--- config.mk ---
export PLATFORM = sky130hd
export DESIGN_NAME = lockpick_vault
export DESIGN_NICKNAME = d
export VERILOG_FILES = /design/src/rtl/lockpick_pkg.sv /design/src/rtl/lockpick_feistel_round.sv /design/src/rtl/lockpick_vault.sv
export SDC_FILE = /design/constraint.sdc
export NUM_CORES = 2
export LEC_CHECK = 0
export ABC_AREA = 1
export CAP_MARGIN = 20
export CORE_UTILIZATION = 40
export CTS_CLUSTER_SIZE = 40
export DETAILED_ROUTE_END_ITERATION = 8
export PLACE_DENSITY = 0.6
export SYNTH_ARGS = -nofsm -noshare
export SYNTH_HDL_FRONTEND = slang
export SYNTH_SLANG_ARGS = --single-unit
--- constraint.sdc ---
create_clock -name clk -period 6.15 [get_ports clk]
set_input_delay 0.9225 -clock clk [delete_from_list [all_inputs] [get_ports clk]]
set_output_delay 0.9225 -clock clk [all_outputs]
set_load 0.01 [all_outputs]
--- src/rtl/lockpick_pkg.sv ---
// Shared types and constants for the lockpick vault: FSM states, status codes,
// result messages and the 128-entry substitution table used by the Feistel round.
package lockpick_pkg;

    typedef enum logic [2:0] {
        ST_IDLE,
        ST_LOAD_A,
        ST_LOAD_B,
        ST_HASH,
        ST_COMPARE,
        ST_OUTPUT,
        ST_LOCKED
    } state_t;

    localparam logic [1:0] STATUS_IDLE   = 2'b00;
    localparam logic [1:0] STATUS_WRONG  = 2'b01;
    localparam logic [1:0] STATUS_WIN    = 2'b10;
    localparam logic [1:0] STATUS_LOCKED = 2'b11;

    localparam logic [127:0] MSG_WIN   = {8{16'hFACE}};
    localparam logic [127:0] MSG_WRONG = {8{16'hBAD0}};
    localparam logic [127:0] MSG_LOCK  = {8{16'hDEAD}};

    // First half of the AES S-box; the round indexes it with the low 7 bits of each byte.
    localparam logic [7:0] SBOX [128] = '{
        8'h63, 8'h7c, 8'h77, 8'h7b, 8'hf2, 8'h6b, 8'h6f, 8'hc5,
        8'h30, 8'h01, 8'h67, 8'h2b, 8'hfe, 8'hd7, 8'hab, 8'h76,
        8'hca, 8'h82, 8'hc9, 8'h7d, 8'hfa, 8'h59, 8'h47, 8'hf0,
        8'had, 8'hd4, 8'ha2, 8'haf, 8'h9c, 8'ha4, 8'h72, 8'hc0,
        8'hb7, 8'hfd, 8'h93, 8'h26, 8'h36, 8'h3f, 8'hf7, 8'hcc,
        8'h34, 8'ha5, 8'he5, 8'hf1, 8'h71, 8'hd8, 8'h31, 8'h15,
        8'h04, 8'hc7, 8'h23, 8'hc3, 8'h18, 8'h96, 8'h05, 8'h9a,
        8'h07, 8'h12, 8'h80, 8'he2, 8'heb, 8'h27, 8'hb2, 8'h75,
        8'h09, 8'h83, 8'h2c, 8'h1a, 8'h1b, 8'h6e, 8'h5a, 8'ha0,
        8'h52, 8'h3b, 8'hd6, 8'hb3, 8'h29, 8'he3, 8'h2f, 8'h84,
        8'h53, 8'hd1, 8'h00, 8'hed, 8'h20, 8'hfc, 8'hb1, 8'h5b,
        8'h6a, 8'hcb, 8'hbe, 8'h39, 8'h4a, 8'h4c, 8'h58, 8'hcf,
        8'hd0, 8'hef, 8'haa, 8'hfb, 8'h43, 8'h4d, 8'h33, 8'h85,
        8'h45, 8'hf9, 8'h02, 8'h7f, 8'h50, 8'h3c, 8'h9f, 8'ha8,
        8'h51, 8'ha3, 8'h40, 8'h8f, 8'h92, 8'h9d, 8'h38, 8'hf5,
        8'hbc, 8'hb6, 8'hda, 8'h21, 8'h10, 8'hff, 8'hf3, 8'hd2
    };

    function automatic logic [7:0] sbox_lookup(input logic [6:0] idx);
        return SBOX[idx];
    endfunction

    function automatic logic [7:0] msg_byte(input logic [1:0] code, input logic [3:0] idx);
        logic [127:0] msg;
        case (code)
            STATUS_WIN:    msg = MSG_WIN;
            STATUS_LOCKED: msg = MSG_LOCK;
            default:       msg = MSG_WRONG;
        endcase
        return msg[{idx, 3'b000} +: 8];
    endfunction

endpackage

--- src/rtl/lockpick_feistel_round.sv ---
// One combinational Feistel round over the 128-bit hash state {A,B,C,D}.
module lockpick_feistel_round
    import lockpick_pkg::*;
(
    input  logic [127:0] state_in,
    output logic [127:0] state_out
);

    logic [31:0] a, b, c, d;
    logic [31:0] f_mix, f_rot, f_word, f_sub;
    logic [31:0] a_x, b_r, c_n, d_n;

    always_comb begin
        a = state_in[127:96];
        b = state_in[95:64];
        c = state_in[63:32];
        d = state_in[31:0];

        f_mix = ((b ^ d) + (a | c)) ^ {c[15:0], d[15:0]};

        f_rot = '0;
        f_sub = '0;
        for (int i = 0; i < 4; i++) begin
            f_rot[8*i +: 8] = {f_mix[8*i +: 7], f_mix[8*i+7]};
        end
        f_word = {f_rot[28:0], f_rot[31:29]};
        for (int i = 0; i < 4; i++) begin
            f_sub[8*i +: 8] = sbox_lookup(f_word[8*i +: 7]);
        end

        // Updates are sequential: C uses the new A, D uses the rotated B.
        a_x = a ^ f_sub;
        b_r = {b[14:0], b[31:15]};
        c_n = c + a_x;
        d_n = ~d ^ b_r;

        state_out = {a_x[23:0], a_x[31:24], b_r, c_n, d_n};
    end

endmodule

--- src/rtl/lockpick_vault.sv ---
// Lockpick challenge engine: key load, fold, iterative Feistel hash, compare, result stream.
// Optional lockout cooldown state is enabled by defining LOCKPICK_COOLDOWN_EN.
module lockpick_vault
    import lockpick_pkg::*;
#(
    parameter int           KEY_BYTES       = 16,
    parameter int           ROUNDS          = 3,
    parameter int           MAX_ATTEMPTS    = 3,
    parameter logic [127:0] TARGET          = 128'hCAFEBABE_12345678_DEADBEEF_FEEDFACE,
    parameter int           COOLDOWN_CYCLES = 1024
)(
    input  logic       clk,
    input  logic       rst_n,
    input  logic       start,
    input  logic       input_enable,
    input  logic [7:0] input_data,
    input  logic       output_ready,
    output logic       output_valid,
    output logic [7:0] output_data,
    output logic [1:0] status,
    output logic [2:0] attempts_left
);

    localparam int         KEY_W         = KEY_BYTES * 8;
    localparam int         LANES         = KEY_BYTES / 16;
    localparam logic [5:0] LAST_KEY_BYTE = 6'(KEY_BYTES - 1);
    localparam logic [5:0] LAST_MSG_BYTE = 6'd15;
    localparam logic [3:0] ROUNDS_INIT   = 4'(ROUNDS);
    localparam logic [2:0] MAX_ATT       = 3'(MAX_ATTEMPTS);

    state_t           state;
    logic [5:0]       byte_cnt;
    logic [3:0]       round_cnt;
    logic [2:0]       fails;
    logic [2:0]       fails_inc;
    logic [KEY_W-1:0] key_a;
    logic [KEY_W-1:0] key_b;
    logic [KEY_W-1:0] key_b_next;
    logic [KEY_W-1:0] key_x;
    logic [127:0]     fold;
    logic [127:0]     hash;
    logic [127:0]     hash_next;

`ifdef LOCKPICK_COOLDOWN_EN
    localparam int             COOL_W    = $clog2(COOLDOWN_CYCLES + 1);
    localparam logic [COOL_W-1:0] COOL_INIT = COOL_W'(COOLDOWN_CYCLES);
    logic [COOL_W-1:0] cool_cnt;
`endif

    assign fails_inc = fails + 3'd1;

    // The fold must include the byte being accepted this cycle, so it is taken from key_b_next.
    always_comb begin
        key_b_next = key_b;
        key_b_next[{byte_cnt, 3'b000} +: 8] = input_data;
        key_x = key_a ^ key_b_next;
        fold  = '0;
        for (int l = 0; l < LANES; l++) begin
            fold = fold ^ key_x[128*l +: 128];
        end
    end

    lockpick_feistel_round u_round (
        .state_in  (hash),
        .state_out (hash_next)
    );

    always_ff @(posedge clk or negedge rst_n) begin
        if (!rst_n) begin
            state         <= ST_IDLE;
            byte_cnt      <= '0;
            round_cnt     <= '0;
            fails         <= '0;
            key_a         <= '0;
            key_b         <= '0;
            hash          <= '0;
            status        <= STATUS_IDLE;
            attempts_left <= MAX_ATT;
            output_valid  <= 1'b0;
            output_data   <= '0;
`ifdef LOCKPICK_COOLDOWN_EN
            cool_cnt      <= '0;
`endif
        end else begin
            case (state)
                ST_IDLE: begin
                    if (start) begin
                        state         <= ST_LOAD_A;
                        byte_cnt      <= '0;
                        fails         <= '0;
                        status        <= STATUS_IDLE;
                        attempts_left <= MAX_ATT;
                    end
                end

                ST_LOAD_A: begin
                    if (input_enable) begin
                        key_a[{byte_cnt, 3'b000} +: 8] <= input_data;
                        if (byte_cnt == LAST_KEY_BYTE) begin
                            state    <= ST_LOAD_B;
                            byte_cnt <= '0;
                        end else begin
                            byte_cnt <= byte_cnt + 6'd1;
                        end
                    end
                end

                ST_LOAD_B: begin
                    if (input_enable) begin
                        key_b <= key_b_next;
                        if (byte_cnt == LAST_KEY_BYTE) begin
                            state     <= ST_HASH;
                            byte_cnt  <= '0;
                            hash      <= fold;
                            round_cnt <= ROUNDS_INIT;
                        end else begin
                            byte_cnt <= byte_cnt + 6'd1;
                        end
                    end
                end

                ST_HASH: begin
                    hash      <= hash_next;
                    round_cnt <= round_cnt - 4'd1;
                    if (round_cnt == 4'd1) begin
                        state <= ST_COMPARE;
                    end
                end

                ST_COMPARE: begin
                    state        <= ST_OUTPUT;
                    byte_cnt     <= '0;
                    output_valid <= 1'b1;
                    if (hash == TARGET) begin
                        status      <= STATUS_WIN;
                        output_data <= msg_byte(STATUS_WIN, 4'd0);
                    end else if (fails_inc == MAX_ATT) begin
                        fails         <= fails_inc;
                        status        <= STATUS_LOCKED;
                        attempts_left <= 3'd0;
                        output_data   <= msg_byte(STATUS_LOCKED, 4'd0);
                    end else begin
                        fails         <= fails_inc;
                        status        <= STATUS_WRONG;
                        attempts_left <= MAX_ATT - fails_inc;
                        output_data   <= msg_byte(STATUS_WRONG, 4'd0);
                    end
                end

                ST_OUTPUT: begin
                    if (output_ready) begin
                        if (byte_cnt == LAST_MSG_BYTE) begin
                            output_valid <= 1'b0;
                            output_data  <= '0;
                            byte_cnt     <= '0;
                            if (status == STATUS_WRONG) begin
                                state <= ST_LOAD_A;
                            end else if (status == STATUS_LOCKED) begin
`ifdef LOCKPICK_COOLDOWN_EN
                                state    <= ST_LOCKED;
                                cool_cnt <= COOL_INIT;
`else
                                state <= ST_IDLE;
`endif
                            end else begin
                                state <= ST_IDLE;
                            end
                        end else begin
                            byte_cnt    <= byte_cnt + 6'd1;
                            output_data <= msg_byte(status, byte_cnt[3:0] + 4'd1);
                        end
                    end
                end

`ifdef LOCKPICK_COOLDOWN_EN
                ST_LOCKED: begin
                    cool_cnt <= cool_cnt - 1'b1;
                    if (cool_cnt <= COOL_W'(1)) begin
                        state <= ST_IDLE;
                    end
                end
`endif

                default: state <= ST_IDLE;
            endcase
        end
    end

endmodule

==> flow_summary.toml <==
[floorplan]
die_y_microns = 285
core_sq_um = 79100
num_rows = 103
initial_core_util_pct = 40.5
die_width_microns = 285
dieArea_sq_um = 81300
io_pins = 27

[final_layout]
multiInputGateArea_sq_um = 18800
drive_above_1_share_pct = 14.6
regArea_sq_um = 10400
nets = 5162
area_growth_pct = 17.2
num-fill-cells = 8190
n_antenna_cell = 0
final_cells = 6121

[critical_path]
rr_worst_depth = 37
ff2ff_setup_slack_ns = 0.38
crit_type = "flip-flop to flip-flop"
path_max_fanout = 5
cp-start-kind = "flip-flop"
cp.arrival_ns = 6.24
r2r_start = "hash[108]$_DFFE_PN0P_"
critPathRequiredTime_ns = 6.62
worstReg2RegEnd = "hash[63]$_DFFE_PN0P_"
cpMaxStageDelayCell = "ha_1"
crit_path_max_incr_delay_ns = 0.42
cp-end-kind = "flip-flop"
crit_top_cell = "nand2_1"
crit_path_end = "hash[63]$_DFFE_PN0P_"
critPathLaunch = "hash[108]$_DFFE_PN0P_"

[clock_network]
cts_tree = "yes"
clkLatencyLatePin_ns = 0.59
numCtsBuffers = 46
clk_pin_slew_worst_paths_ns = 0.07
htreeDepth = 2
cts_buffer_depth = 3
root_buffer = "clkbuf_16"
cts.sinks = 414

[global_route]
grtUsageTotal_pct = 30.5
grt_pass1_wl_microns = 192000
grt_pass1_vias = 31500
overflow = 0
grt_max_degree = 161
antenna_found_initial = 4

[timing]
slew-limit-headroom_pct = 32.1
period_minus_slack_ns = 5.77
finalSetupViolations = 0
slew_violations = 0
period_share_pct = 93.8
hold_viol_final = 0
fmax_mhz = 173
worst_slew_pin_slew_ns = 1.02
fin_skew_ns = 0.0222

[detailed_routing]
wl_per_cell_microns = 20.7
drt_iter0_markers = 3470
drt_wl_total_microns = 127000
routed_via_density = 5.51
drtPass1Iterations = 6
ant_nets = 0
drc_errors = 0
vias = 33700

[yosys]
synth_edf_count = 0
syn-num-nets = 4871
syn-cell-area_sq_um = 32100
yosysSeqAreaShare_pct = 32.3
synthArstFlopShare_pct = 100
ys.warnings.count = 0
ys_seq_elements = 414
synth_cells = 4751
syn_avg_cell_area_sq_um = 6.75
yosysUniqueCellTypes = 64
synth_ff_type = "dfrtp_1"

[placement]
gp_congestion = 1.02
io_buffers = 26
hpwlAfterDp_microns = 97500
dp_cells = 6042

[job]
maxCapViolations = 0

[status]
outcome = "completed"

[worst_hold_path]
hp-class = "input pin to async pin"
-- cells in the mapped netlist, types with 18 or more instances --
library cell | count | area share (%)
nor2_2 | 21 | 0.41
a31oi_1 | 56 | 1.1
a21oi_1 | 221 | 3.5
o22ai_1 | 51 | 1.0
nand2_1 | 1220 | 14
buf_4 | 18 | 0.42
nor2_1 | 350 | 4.1
buf_2 | 46 | 0.72
nor3_1 | 24 | 0.37
o21ai_0 | 459 | 7.2
or2_2 | 36 | 0.70
xor2_1 | 122 | 3.3
inv_2 | 48 | 0.56
a22oi_1 | 35 | 0.82
clkbuf_1 | 107 | 1.3
inv_1 | 509 | 6.0
nand2_2 | 38 | 0.74
ha_1 | 105 | 4.1
o21ai_1 | 72 | 1.1
o211ai_1 | 47 | 1.1
nand3_1 | 437 | 6.8
nand4_1 | 50 | 0.98
nor4_1 | 24 | 0.47
o31ai_1 | 26 | 0.61
dfrtp_1 | 412 | 32
xnor2_1 | 30 | 0.82
-- worst min-delay path by stage --
stage                              to                    from  cells past startpoint
2_1_floorplan  key_b[127]$_DFFE_PN0P_  key_b[127]$_DFFE_PN0P_                      2
3_3_place_gp    key_b[58]$_DFFE_PN0P_   key_b[58]$_DFFE_PN0P_                      2
3_5_place_dp    key_b[20]$_DFFE_PN0P_   key_b[20]$_DFFE_PN0P_                      2
4_1_cts         status[0]$_DFFE_PN0P_                   rst_n                      1
5_1_grt         status[0]$_DFFE_PN0P_                   rst_n                      1
6_report        status[0]$_DFFE_PN0P_                   rst_n                      1
-- metrics by stage --
step	setup WS, ns	cell area [sq um]	setup TNS, ns	utilization (%)	hold slack [ns]
6_report	0.379	37600	0	47.5	0.238
5_1_grt	-0.00746	37600	-0.0148	47.5	0.258
4_1_cts	0.0182	37400	0	47.2	0.233
2_1_floorplan	0.636	32100	0	-	0.443
3_5_place_dp	-0.0994	35900	-0.292	45.4	0.465
3_3_place_gp	-0.0312	35900	-0.0576	45.4	0.462
-- timing repair --
action	4_1_cts	5_1_grt
pin swaps	0	6
endpoints found under the setup margin	5	23
hold buffers	0	0
setup buffers	0	2
gates resized for setup	1	49
-- layout by cell type, fill, tap and decap left out, types with 36 or more instances in the layout --
master / synthesis / routed
o21ai_0: 459 / 451
nand2_1: 1220 / 1216
or2_2: 36 / 36
xor2_1: 122 / 116
o21ai_1: 72 / 78
a31oi_1: 56 / 56
clkbuf_16: 0 / 48
nor2_1: 350 / 344
a21oi_1: 221 / 217
buf_4: 18 / 404
dfrtp_1: 412 / 412
inv_1: 509 / 505
o211ai_1: 47 / 47
inv_2: 48 / 49
nand4_1: 50 / 50
nand3_1: 437 / 432
o22ai_1: 51 / 51
nand2_2: 38 / 42
ha_1: 105 / 100
-- final cells by class --
cell class / instances / share of cell area [%]
multi-input combinational: 3576 / 50.1
sequential: 414 / 27.6
timing repair buffer: 439 / 9.25
inverter: 565 / 5.67
clock buffer: 69 / 3.65
tap: 1050 / 3.50
clock inverter: 8 / 0.253
-- sequential cells by signal, indices dropped and copies added (netlist names), 4 cells and up --
signal       cells
hash           128
output_data      8
key_a          128
byte_cnt         6
key_b          128
round_cnt        4
-- cells by family after synthesis --
family | Yosys count | share of synthesized area [%]
xor gates and xnor gates | 162 | 4.70
DFF | 414 | 32.3
and+or+nand+nor | 2277 | 31.1
buffers and inverters | 761 | 9.66
AOI/OAI and AO/OA | 1030 | 18.0
adders and majority gates | 107 | 4.22
-- critical path, delay by kind of cell, from the launching register on --
| kind | cells | cell delay, ns |
|---|---|---|
| flip-flops | 1 | 0.41 |
| buffers and inverters | 8 | 0.91 |
| adder cells (fa/ha/maj) | 3 | 1.12 |
| XOR/XNOR | 2 | 0.48 |
| AND/OR/NAND/NOR | 19 | 1.86 |
| AO/OA/AOI/OAI | 5 | 0.90 |
-- layer usage --
metal  up-vias  GRT usage, %  part of all wire [%]
li1      16300             -                     -
met1     15900          42.9                    44
met2      1359          48.1                    45
met3       243          2.90                   6.7
met4         8          11.8                   4.3
met5         -             0                 0.048
Power is left out: the tool's default activity adds up to more than one toggle a clock period on the data nets, which glitch-free logic cannot reach.
